--- config.mk ---
export PLATFORM = sky130hd
export DESIGN_NAME = seq_hit_logger
export DESIGN_NICKNAME = d
export VERILOG_FILES = /design/src/rtl/seq_hit_logger.sv
export SDC_FILE = /design/constraint.sdc
export NUM_CORES = 1
export LEC_CHECK = 0
export ABC_AREA = 1
export BUFFER_PORTS_ARGS = -buffer_cell sky130_fd_sc_hd__buf_2
export CELL_PAD_IN_SITES_DETAIL_PLACEMENT = 0
export CELL_PAD_IN_SITES_GLOBAL_PLACEMENT = 1
export CORE_MARGIN = 5
export CORE_UTILIZATION = 48
export CTS_BUF_LIST = sky130_fd_sc_hd__clkbuf_16
export CTS_CLUSTER_SIZE = 30
export DETAILED_ROUTE_END_ITERATION = 8
export GPL_TIMING_DRIVEN = 1
export PLACE_DENSITY_LB_ADDON = 0.3
export SLEW_MARGIN = 40
export SYNTH_ARGS = -nofsm -noshare
export SYNTH_HDL_FRONTEND = slang
export SYNTH_SLANG_ARGS = --single-unit
--- constraint.sdc ---
create_clock -name clk -period 3.9 [get_ports clk]
set_input_delay 0.195 -clock clk [delete_from_list [all_inputs] [get_ports clk]]
set_output_delay 0.195 -clock clk [all_outputs]
set_load 0.02 [all_outputs]
--- src/rtl/seq_hit_logger.sv ---
`default_nettype none
// ============================================================================
// Module  : seq_hit_logger
// Brief   : Timestamps rising edges of a detector output and buffers them in a
//           first-word-fall-through FIFO, with saturating hit/drop counters.
// Revision: 1.0 - initial release
// ============================================================================
module seq_hit_logger #(
    parameter int TS_W  = 16,
    parameter int DEPTH = 8,
    parameter int CNT_W = 8
) (
    input  logic                     clk,
    input  logic                     reset,
    input  logic                     en,
    input  logic                     clr,
    input  logic                     det_in,
    output logic                     out_valid,
    output logic [TS_W-1:0]          out_ts,
    input  logic                     out_ready,
    output logic [$clog2(DEPTH):0]   level,
    output logic [CNT_W-1:0]         hit_count,
    output logic [CNT_W-1:0]         drop_count,
    output logic                     overflow
);

    localparam int AW = $clog2(DEPTH);
    localparam int LW = AW + 1;
    localparam logic [LW-1:0]    c_full    = LW'(DEPTH);
    localparam logic [CNT_W-1:0] c_cnt_max = {CNT_W{1'b1}};

    logic [TS_W-1:0]  r_mem [DEPTH];
    logic [TS_W-1:0]  r_ts;
    logic             r_det_prev;
    logic [AW-1:0]    r_rd_ptr;
    logic [AW-1:0]    r_wr_ptr;
    logic [LW-1:0]    r_level;
    logic [CNT_W-1:0] r_hit;
    logic [CNT_W-1:0] r_drop;
    logic             r_overflow;

    logic w_event;
    logic w_pop;
    logic w_full;
    logic w_push;
    logic w_drop;
    logic w_run;

    assign w_run   = reset && !clr;
    assign w_event = det_in && !r_det_prev && en;
    assign w_pop   = out_valid && out_ready;
    assign w_full  = (r_level == c_full);
    // A pop on the same edge frees the slot, so a full FIFO still accepts.
    assign w_push  = w_event && (!w_full || w_pop);
    assign w_drop  = w_event && w_full && !w_pop;

    assign out_valid  = (r_level != '0);
    assign out_ts     = r_mem[r_rd_ptr];
    assign level      = r_level;
    assign hit_count  = r_hit;
    assign drop_count = r_drop;
    assign overflow   = r_overflow;

    always_ff @(posedge clk) begin
        if (w_run && w_push) begin
            r_mem[r_wr_ptr] <= r_ts;
        end
    end

    always_ff @(posedge clk) begin
        if (!reset) begin
            r_ts       <= '0;
            r_det_prev <= 1'b0;
            r_rd_ptr   <= '0;
            r_wr_ptr   <= '0;
            r_level    <= '0;
            r_hit      <= '0;
            r_drop     <= '0;
            r_overflow <= 1'b0;
        end else if (clr) begin
            r_ts       <= '0;
            r_det_prev <= det_in;
            r_rd_ptr   <= '0;
            r_wr_ptr   <= '0;
            r_level    <= '0;
            r_hit      <= '0;
            r_drop     <= '0;
            r_overflow <= 1'b0;
        end else begin
            r_ts       <= r_ts + 1'b1;
            r_det_prev <= det_in;
            if (w_push) begin
                r_wr_ptr <= r_wr_ptr + 1'b1;
            end
            if (w_pop) begin
                r_rd_ptr <= r_rd_ptr + 1'b1;
            end
            case ({w_push, w_pop})
                2'b10:   r_level <= r_level + 1'b1;
                2'b01:   r_level <= r_level - 1'b1;
                default: r_level <= r_level;
            endcase
            if (w_event && (r_hit != c_cnt_max)) begin
                r_hit <= r_hit + 1'b1;
            end
            if (w_drop) begin
                if (r_drop != c_cnt_max) begin
                    r_drop <= r_drop + 1'b1;
                end
                r_overflow <= 1'b1;
            end
        end
    end

endmodule
`default_nettype wire

# Word-level counts from Yosys, hierarchy flattened
# Memories as Yosys holds them, arrays and structs flattened. A register that Yosys moved wholly into a read port is not among the register bits.
# Cells that the tools add are included.
[op_classes]
add_sub_neg = 7
n_mul = 0
n_div = 0
magnitude_cmp = 0
n_eq_ne = 5
n_shift = 0
muxes = 5
n_bitwise = 1
reduce_logical = 18
[op_table]
columns = ["operator", "count"]
rows = [
  ["16-bit by 1-bit adder with 16-bit output (second input constant)", 1],
  ["8-bit by 1-bit adder with 8-bit output (second input constant)", 2],
  ["8-bit != test (second input constant)", 2],
  ["1-bit logical AND", 9],
  ["4-bit case mux with 2 select lines", 1],
  ["3-bit by 1-bit adder with 3-bit output (second input constant)", 2],
  ["3-bit 2-to-1 mux", 2],
  ["4-bit by 1-bit adder with 4-bit output (second input constant)", 1],
  ["4-bit equality test (second input constant)", 1],
  ["1-bit zero test", 4],
  ["4-bit nonzero test", 1],
  ["4-bit by 1-bit subtractor with 4-bit output (second input constant)", 1],
  ["2-bit by 1-bit equality test with 1-bit output (second input constant)", 1],
  ["2-bit equality test (second input constant)", 1],
  ["1-bit 2-to-1 mux", 2],
  ["2-bit AND reduction", 1],
  ["2-bit nonzero test", 1],
  ["2-bit OR reduction", 1],
  ["1-bit logical OR", 1],
  ["1-bit inverter", 1],
]
[word_totals]
register_bits = 44
latchBits = 0
mem_bits_rw = 128
romBits = 0
inputBits = 6
out_inout_bits = 38
mem_count = 1
[memory_table]
columns = ["memory", "depth", "width", "read_ports", "rd_ports_with_merged_regs", "wr", "line_no", "text"]
rows = [
  ["r_mem", 8, 16, 1, 1, 1, "32", "logic [TS_W-1:0] r_mem [DEPTH];"],
]

# Longest topological paths before layout
# Gate-level depths: netlist of run 1.
[depth]
word_depth = 7
ltp_mapped = 13
depth_no_buf = 13

# Worst setup path after synthesis of run 1
# Ideal clock, no wire load.
[synth_path]
path_type = "register -> register"
start = "register r_level[0] (netlist: level[0])"
end = "memory r_mem[0][0] (enable)"
setup_time_ns = 0.430
t_arrival_ns = 2.514
t_required_ns = 3.470
setup_slack_ns = 0.955
path_stages_with_launch = 7
synth_period_minus_slack_ns = 2.945
path_cell_list = "dfxtp_1 nor2_4 nand3_2 nand2_2 inv_2 nand2_1 nor4_1"
[synth_via]
elab_chain_len = 7
word_cells_on_any_way = 9
cone_classes = "1 x eq/ne; 2 x mux; 6 x reduce/logical"
[synth_lines]
columns = ["element", "line_no", "text"]
rows = [
  ["start: declaration", "37", "logic [LW-1:0] r_level;"],
  ["start signal: assignment", "99", "2'b10: r_level <= r_level + 1'b1;"],
  ["start signal: assignment", "100", "2'b01: r_level <= r_level - 1'b1;"],
  ["start signal: assignment", "101", "default: r_level <= r_level;"],
  ["4-bit equality test / 4-bit nonzero test (equally long branches)", "52, 57", ""],
  ["1-bit zero test / 1-bit logical AND (equally long branches)", "54, 51", ""],
  ["1-bit logical OR (*)", "54", "assign w_push = w_event && (!w_full || w_pop);"],
  ["1-bit logical AND (*)", "54", ""],
  ["1-bit logical AND (*)", "65", "if (w_run && w_push) begin"],
  ["1-bit 2-to-1 mux (*)", "65", ""],
  ["1-bit 2-to-1 mux (not written as such) (*)", "66", "r_mem[r_wr_ptr] <= r_ts;"],
  ["end: declaration", "32", ""],
]
# Every way passes the cells marked *; elsewhere a longest branch is shown, timed or not.

==> qor.yml, run 1 <==
grt_pass1_vias: 4951
routedWlPerCell_um: 16.1
arrival_ns: 2.53
worstHoldPathType: "primary input to flip-flop"
path_buf_inv: 2
slew_violations: 0
maxSlewHeadroom: 0.468
dp.cells: 888
postLayoutCellArea_mm2: 0.00826
vias: 4955
cts_made_buffers: 17
power_density_mw_per_mm2: 458
clk_path_buf_depth: 2
crit_path_frequent_cell: "nand2_1"
worst_slew_pin_slew_ns: 0.797
finalSetupViolCount: 0
slowest_delay_ns: 0.82
synthFlopType: "edfxtp_1"
criticalPathCategory: "flip-flop to primary output"
antenna_found_initial: 0
worst_slack_ns: 1.18
ys_seq_area_frac: 0.661
areaGrowthSynthToFinish_pct: 14.2
htreeDepth: 4
grt_use_total: 0.175
grt_max_degree: 65
cts_tree: "done"
hold_ws_ns: 0.242
yosysTopAreaCell: "edfxtp_1"
p_leak_nw: 3.02
coreArea_mm2: 0.0146
yosys-top-cells-area: "edfxtp_1 53%, dfxtp_1 13%, nor2_1 7.0%"
routed_wl_um: 14900
post-route-min-period_ns: 2.72
max-vdd-ir-drop_mv: 0.279
path_clk_slew_ns: 0.06
startpoint_type: "flip-flop"
cp_slowest_cell: "dfxtp_1"
fin_setup_tns_ns: 0
place_ws_ns: 1.57
synthCells: 676
die_x_um: 133
die_h_um: 133
dieArea_mm2: 0.0176
antenna_left: 0
drc_errors: 0
overflow: 0
cts_num_sinks: 175
gp_congestion: 0.828
post-dp-hpwl_um: 8990
endpoint_kind: "primary output"
portBuffers: 43
yosysWarnings: 0
finalCritPeriodShare: 0.699
placed_area_mm2: 0.00768
drive_above_1_share: 0.144
stdcell_count: 922
drt_first_pass_iters: 5
worstPathMaxFanout: 42
rows: 44
synth_edf_count: 128
drtIter0Drc: 369
cts-resized-gates: 0
synth.top_cell.area_share: 0.531
clk-insertion-delay-late_ns: 0.42
post_cts_buffers: 0
final_common_cell: "nor2_1"
start_util: 0.494
clockRootBuffer: "clkbuf_16"
max_freq_mhz: 367
via_per_inst: 5.37
crit_chain: "buf_4 -> o21ai_0 -> o32ai_1 -> nand2_1 -> nand2_1 -> buf_2"
nNetsFinal: 737
maxCapViolations: 0
crit_required_ns: 3.70
ys_seq_elements: 175
synth_cell_types: 37
hold_buffers: 2
grt_pass1_wl_um: 24300
io_pins: 44
outcome: "complete, no violations"
diodes: 0
synth_area_per_cell_um2: 10.7
hold_violations: 0
synth_nets: 688
rsz0062_at_grt: "false"
async_flop_share: 0
syn_area_mm2: 0.00723
cp_top_family: "flip-flops"
skew_ns: 0.00708
layout_common_cells: "134 x nor2_1, 128 x edfxtp_1, 109 x nand2_1"
## tightest hold or removal path: stages
cell and delay (ns):
buf_2 0.15, nand2_2 0.10, inv_1 0.10, a21oi_1 0.07
## per-layer routing
layer / global-route usage / vias to the layer above / wire, µm
li1: - / 2450 / -
met3: 0.0364 / 16 / 571
met1: 0.226 / 2389 / 6780
met5: 0 / - / 0
met4: 0.0733 / 0 / 236
met2: 0.288 / 100 / 7270
## registers in the layout, summed over array words and instances, names as in the netlist, named ones only
signal and count:
r_mem 128, r_ts 16, drop_count 8, hit_count 8, level 4, r_rd_ptr 3, r_wr_ptr 3, overflow 1
r_det_prev 1
## through the flow
| step | power, mW | util |
|---|---|---|
| floorplan | 2.17 | - |
| global placement | 2.22 | 0.523 |
| detailed placement | 2.23 | 0.524 |
| CTS | 3.82 | 0.564 |
| global route | 3.92 | 0.564 |
| finish | 3.79 | 0.564 |
## power breakdown
group | switching (mW) | internal (mW) | leakage (nW)
logic | 0.125 | 0.0601 | 1.20
clock network | 0.646 | 0.956 | 0.295
registers | 0.0150 | 1.98 | 1.53
## worst paths after layout
kind               start  cells after the start  slack, ns           to
max            flip-flop                      6       1.18    out_ts[7]
min            out_ready                      4       0.24  r_rd_ptr[0]
max reg2reg     level[0]                      7       1.88  r_mem[1][7]
min reg2reg  r_rd_ptr[2]                      1       0.45    flip-flop
## cells by family (layout without fill, tap and decap cells)
logic type,after synthesis,after routing,synth area share
AO/OA/AOI/OAI,120,120,0.102
XOR/XNOR,9,9,0.0109
adder cells (fa/ha/maj),6,6,0.0104
buffers and inverters,72,134,0.0406
flip-flops,175,175,0.661
AND/OR/NAND/NOR,294,294,0.174
## layout make-up
type	count	area (µm²)
timing repair buffer	57	329
multi-input combinational	429	2180
sequential	175	4790
tap	184	230
clock buffer	18	450
inverter	45	174
clock inverter	14	111
fill	1221	6380
## synthesized netlist by cell type (4+ instances only)
| cell | count |
|---|---|
| a21oi_1 | 30 |
| buf_2 | 13 |
| clkbuf_1 | 12 |
| dfxtp_1 | 47 |
| edfxtp_1 | 128 |
| ha_1 | 6 |
| inv_1 | 40 |
| nand2_1 | 109 |
| nand3_1 | 15 |
| nand4_1 | 6 |
| nor2_1 | 134 |
| nor2_2 | 4 |
| nor3_1 | 8 |
| o21ai_0 | 53 |
| o32ai_1 | 32 |
| xnor2_1 | 4 |
| xor2_1 | 5 |
No activity file was read; power rests on OpenSTA's default activity.
==> run 2: changes to the inputs <==
--- a/config.mk
+++ b/config.mk
@@ -10,7 +10,7 @@
 export CELL_PAD_IN_SITES_DETAIL_PLACEMENT = 0
 export CELL_PAD_IN_SITES_GLOBAL_PLACEMENT = 1
 export CORE_MARGIN = 5
-export CORE_UTILIZATION = 48
+export CORE_UTILIZATION = 43
 export CTS_BUF_LIST = sky130_fd_sc_hd__clkbuf_16
 export CTS_CLUSTER_SIZE = 30
 export DETAILED_ROUTE_END_ITERATION = 8
==> constraint.sdc (replaced) <==
create_clock -name clk -period 2.37 [get_ports clk]
set_input_delay 0.1185 -clock clk [delete_from_list [all_inputs] [get_ports clk]]
set_output_delay 0.1185 -clock clk [all_outputs]
set_load 0.02 [all_outputs]
==> run 2 against run 1 <==
Sequential power up 64%. Non-clock buffer count up 8. Sequential cell count unchanged. Setup slack got worse by 0.92 ns. Final cell count grew 4.7%.
==> qor.yml, run 2 (same netlist as run 1, synthesis figures left out) <==
grt_use_total: 0.162  # was 0.175
hold_violations: 0  # unchanged
post-dp-hpwl_um: 9930  # was 8990 µm
cp_top_family: "buffers and inverters"  # was flip-flops
grt_pass1_wl_um: 25100  # was 24300 µm
gp_congestion: 0.876  # was 0.828
drt_first_pass_iters: 5  # unchanged
antenna_left: 0  # unchanged
cts_num_sinks: 175  # unchanged
worst_slew_pin_slew_ns: 0.666  # was 0.797 ns
max-vdd-ir-drop_mv: 0.570  # was 0.279 mV
wl_met2_um: 7290  # was 7270 µm
clockRootBuffer: "clkbuf_16"  # unchanged
grt_max_degree: 65  # unchanged
clk-insertion-delay-late_ns: 0.42  # about the same
hold_buffers: 2  # unchanged
postLayoutCellArea_mm2: 0.00841  # was 0.00826 mm²
arrival_ns: 2.00  # was 2.53 ns
clk_path_buf_depth: 2  # unchanged
crit_path_frequent_cell: "nand2_1"  # unchanged
fin_setup_tns_ns: 0  # unchanged
cts-resized-gates: 0  # unchanged
crit_required_ns: 2.25  # was 3.70 ns
dp.cells: 932  # was 888
pwr-share-comb: 0.051  # was 0.049
diodes: 0  # unchanged
crit_chain: "clkinv_2 -> buf_12 -> nor2_1 -> o32ai_1 -> nand2_1 -> nand2_1 -> buf_2"  # was buf_4 -> o21ai_0 -> o32ai_1 -> nand2_1 -> nand2_1 -> buf_2
maxSlewHeadroom: 0.555  # was 0.468
io_pins: 44  # unchanged
clockPowerShare: 0.430  # was 0.423
cts_tree: "done"  # unchanged
maxCapViolations: 0  # unchanged
post-route-min-period_ns: 2.12
areaGrowthSynthToFinish_pct: 16.3  # was 14.2%
drc_errors: 0  # unchanged
overflow: 0  # unchanged
final_common_cell: "nor2_1"  # unchanged
cts_made_buffers: 17  # unchanged
startpoint_type: "flip-flop"  # unchanged
layout_common_cells: "134 x nor2_1, 128 x edfxtp_1, 109 x nand2_1"  # unchanged
rows: 47  # was 44
criticalPathCategory: "flip-flop to primary output"  # unchanged
worstHoldPathType: "primary input to flip-flop"  # unchanged
largest_reg_flops: 128  # unchanged
antenna_found_initial: 0  # unchanged
routedWlPerCell_um: 16.1  # about the same
vias: 5068  # was 4955
stdcell_count: 965  # was 922
p_switching_mw: 1.33  # was 786 µW
drtIter0Drc: 309  # was 369
endpoint_kind: "primary output"  # unchanged
rsz0062_at_grt: "false"  # unchanged
p_sw_frac: 0.210  # was 0.207
die_x_um: 140  # was 133 µm
routed_wl_um: 15500  # was 14900 µm
routed.top_layer: "met4"  # unchanged
slowest_delay_ns: 0.33  # was 0.82 ns
slew_violations: 0  # unchanged
top_register: "r_mem"  # unchanged
die_h_um: 140  # was 133 µm
finalCritPeriodShare: 0.893
skew_ns: 0.00510  # was 0.00708 ns
path_buf_inv: 3  # was 2
p_int_mw: 5.00  # was 3.00 mW
path_clk_slew_ns: 0.06  # about the same
via_per_inst: 5.25  # was 5.37
finalPower_mw: 6.33  # was 3.79 mW
portBuffers: 43  # unchanged
post_cts_buffers: 0  # unchanged
dieArea_mm2: 0.0195  # was 0.0176 mm²
htreeDepth: 4  # unchanged
cp_num_cells: 7  # was 6
wl_met3_um: 729  # was 571 µm
top_regs: "r_mem: 128 flops, r_ts: 16 flops"  # unchanged
power_density_mw_per_mm2: 752  # was 458 mW/mm²
wl_met1_um: 7260  # was 6780 µm
whs_path_depth: 4  # unchanged
worstPathMaxFanout: 33  # was 42
outcome: "complete, no violations"  # unchanged
drive_above_1_share: 0.161  # was 0.144
seq_power_share: 0.518  # was 0.528
start_util: 0.438  # was 0.494
max_freq_mhz: 473
nNetsFinal: 745  # was 737
post-route-util: 0.509  # was 0.564
finalSetupViolCount: 0  # unchanged
p_leak_nw: 3.06  # was 3.02 nW
placed_area_mm2: 0.00781  # was 0.00768 mm²
cp_slowest_cell: "dfxtp_2"  # was dfxtp_1
worst_r2r_path_depth: 7  # unchanged
grt_pass1_vias: 4924  # was 4951
coreArea_mm2: 0.0165  # was 0.0146 mm²
[run 2: changes by cell type in the layout (fill, tap and decap cells not counted), sizes merged]
cell	change
buf	+8
clkinv	+2
clkinvlp	+3
bufinv	+1
clkbuf	-1
inv	-6
[run 2: worst paths after layout]
check / startpoint / endpoint / slack, ns
worst min-delay path: clr / level[0] / 0.04
worst min register to register: r_rd_ptr[2] / r_rd_ptr[2] / 0.46
worst max register to register: level[1] / r_mem[1][7] / 0.63
worst max-delay path: flip-flop / out_ts[7] / 0.25
[run 2: area by class of cell]
cell class,count,area (µm²)
fill,1489,8110
multi-input combinational,429,2190
timing repair buffer,65,410
tap,220,275
clock inverter,14,151
sequential,175,4790
clock buffer,17,425
inverter,45,173
[run 2: worst register-to-register path, stage by stage (launching register included)]
cell and delay [ns]:
dfxtp_1 0.47, nor2_4 0.08, nand3_2 0.12, nand2_2 0.09, inv_2 0.07, nand2_1 0.14, nor4_4 0.16, buf_4 0.29
[run 2: metrics by stage]
| stage | hold WS [ns] | worst slack (ns) |
|---|---|---|
| floorplan | 0.212 | 0.0538 |
| global placement | 0.318 | 0.678 |
| detailed placement | 0.322 | 0.628 |
| CTS | 0.0286 | 0.228 |
| global route | 0.0642 | 0.0948 |
| finish | 0.0351 | 0.254 |
[run 2: layer usage]
| metal | GRT usage | vias up |
|---|---|---|
| li1 | - | 2467 |
| met1 | 0.217 | 2449 |
| met2 | 0.264 | 133 |
| met3 | 0.0319 | 19 |
| met4 | 0.0586 | 0 |
| met5 | 0 | - |
[run 2: power groups by stage]
stage / clock network (mW) / logic (mW) / registers, mW
2_1_floorplan: 0 / 0.222 / 3.35
3_3_place_gp: 0 / 0.321 / 3.35
3_5_place_dp: 0 / 0.324 / 3.35
4_1_cts: 2.78 / 0.328 / 3.28
5_1_grt: 2.91 / 0.362 / 3.28
6_report: 2.72 / 0.324 / 3.28
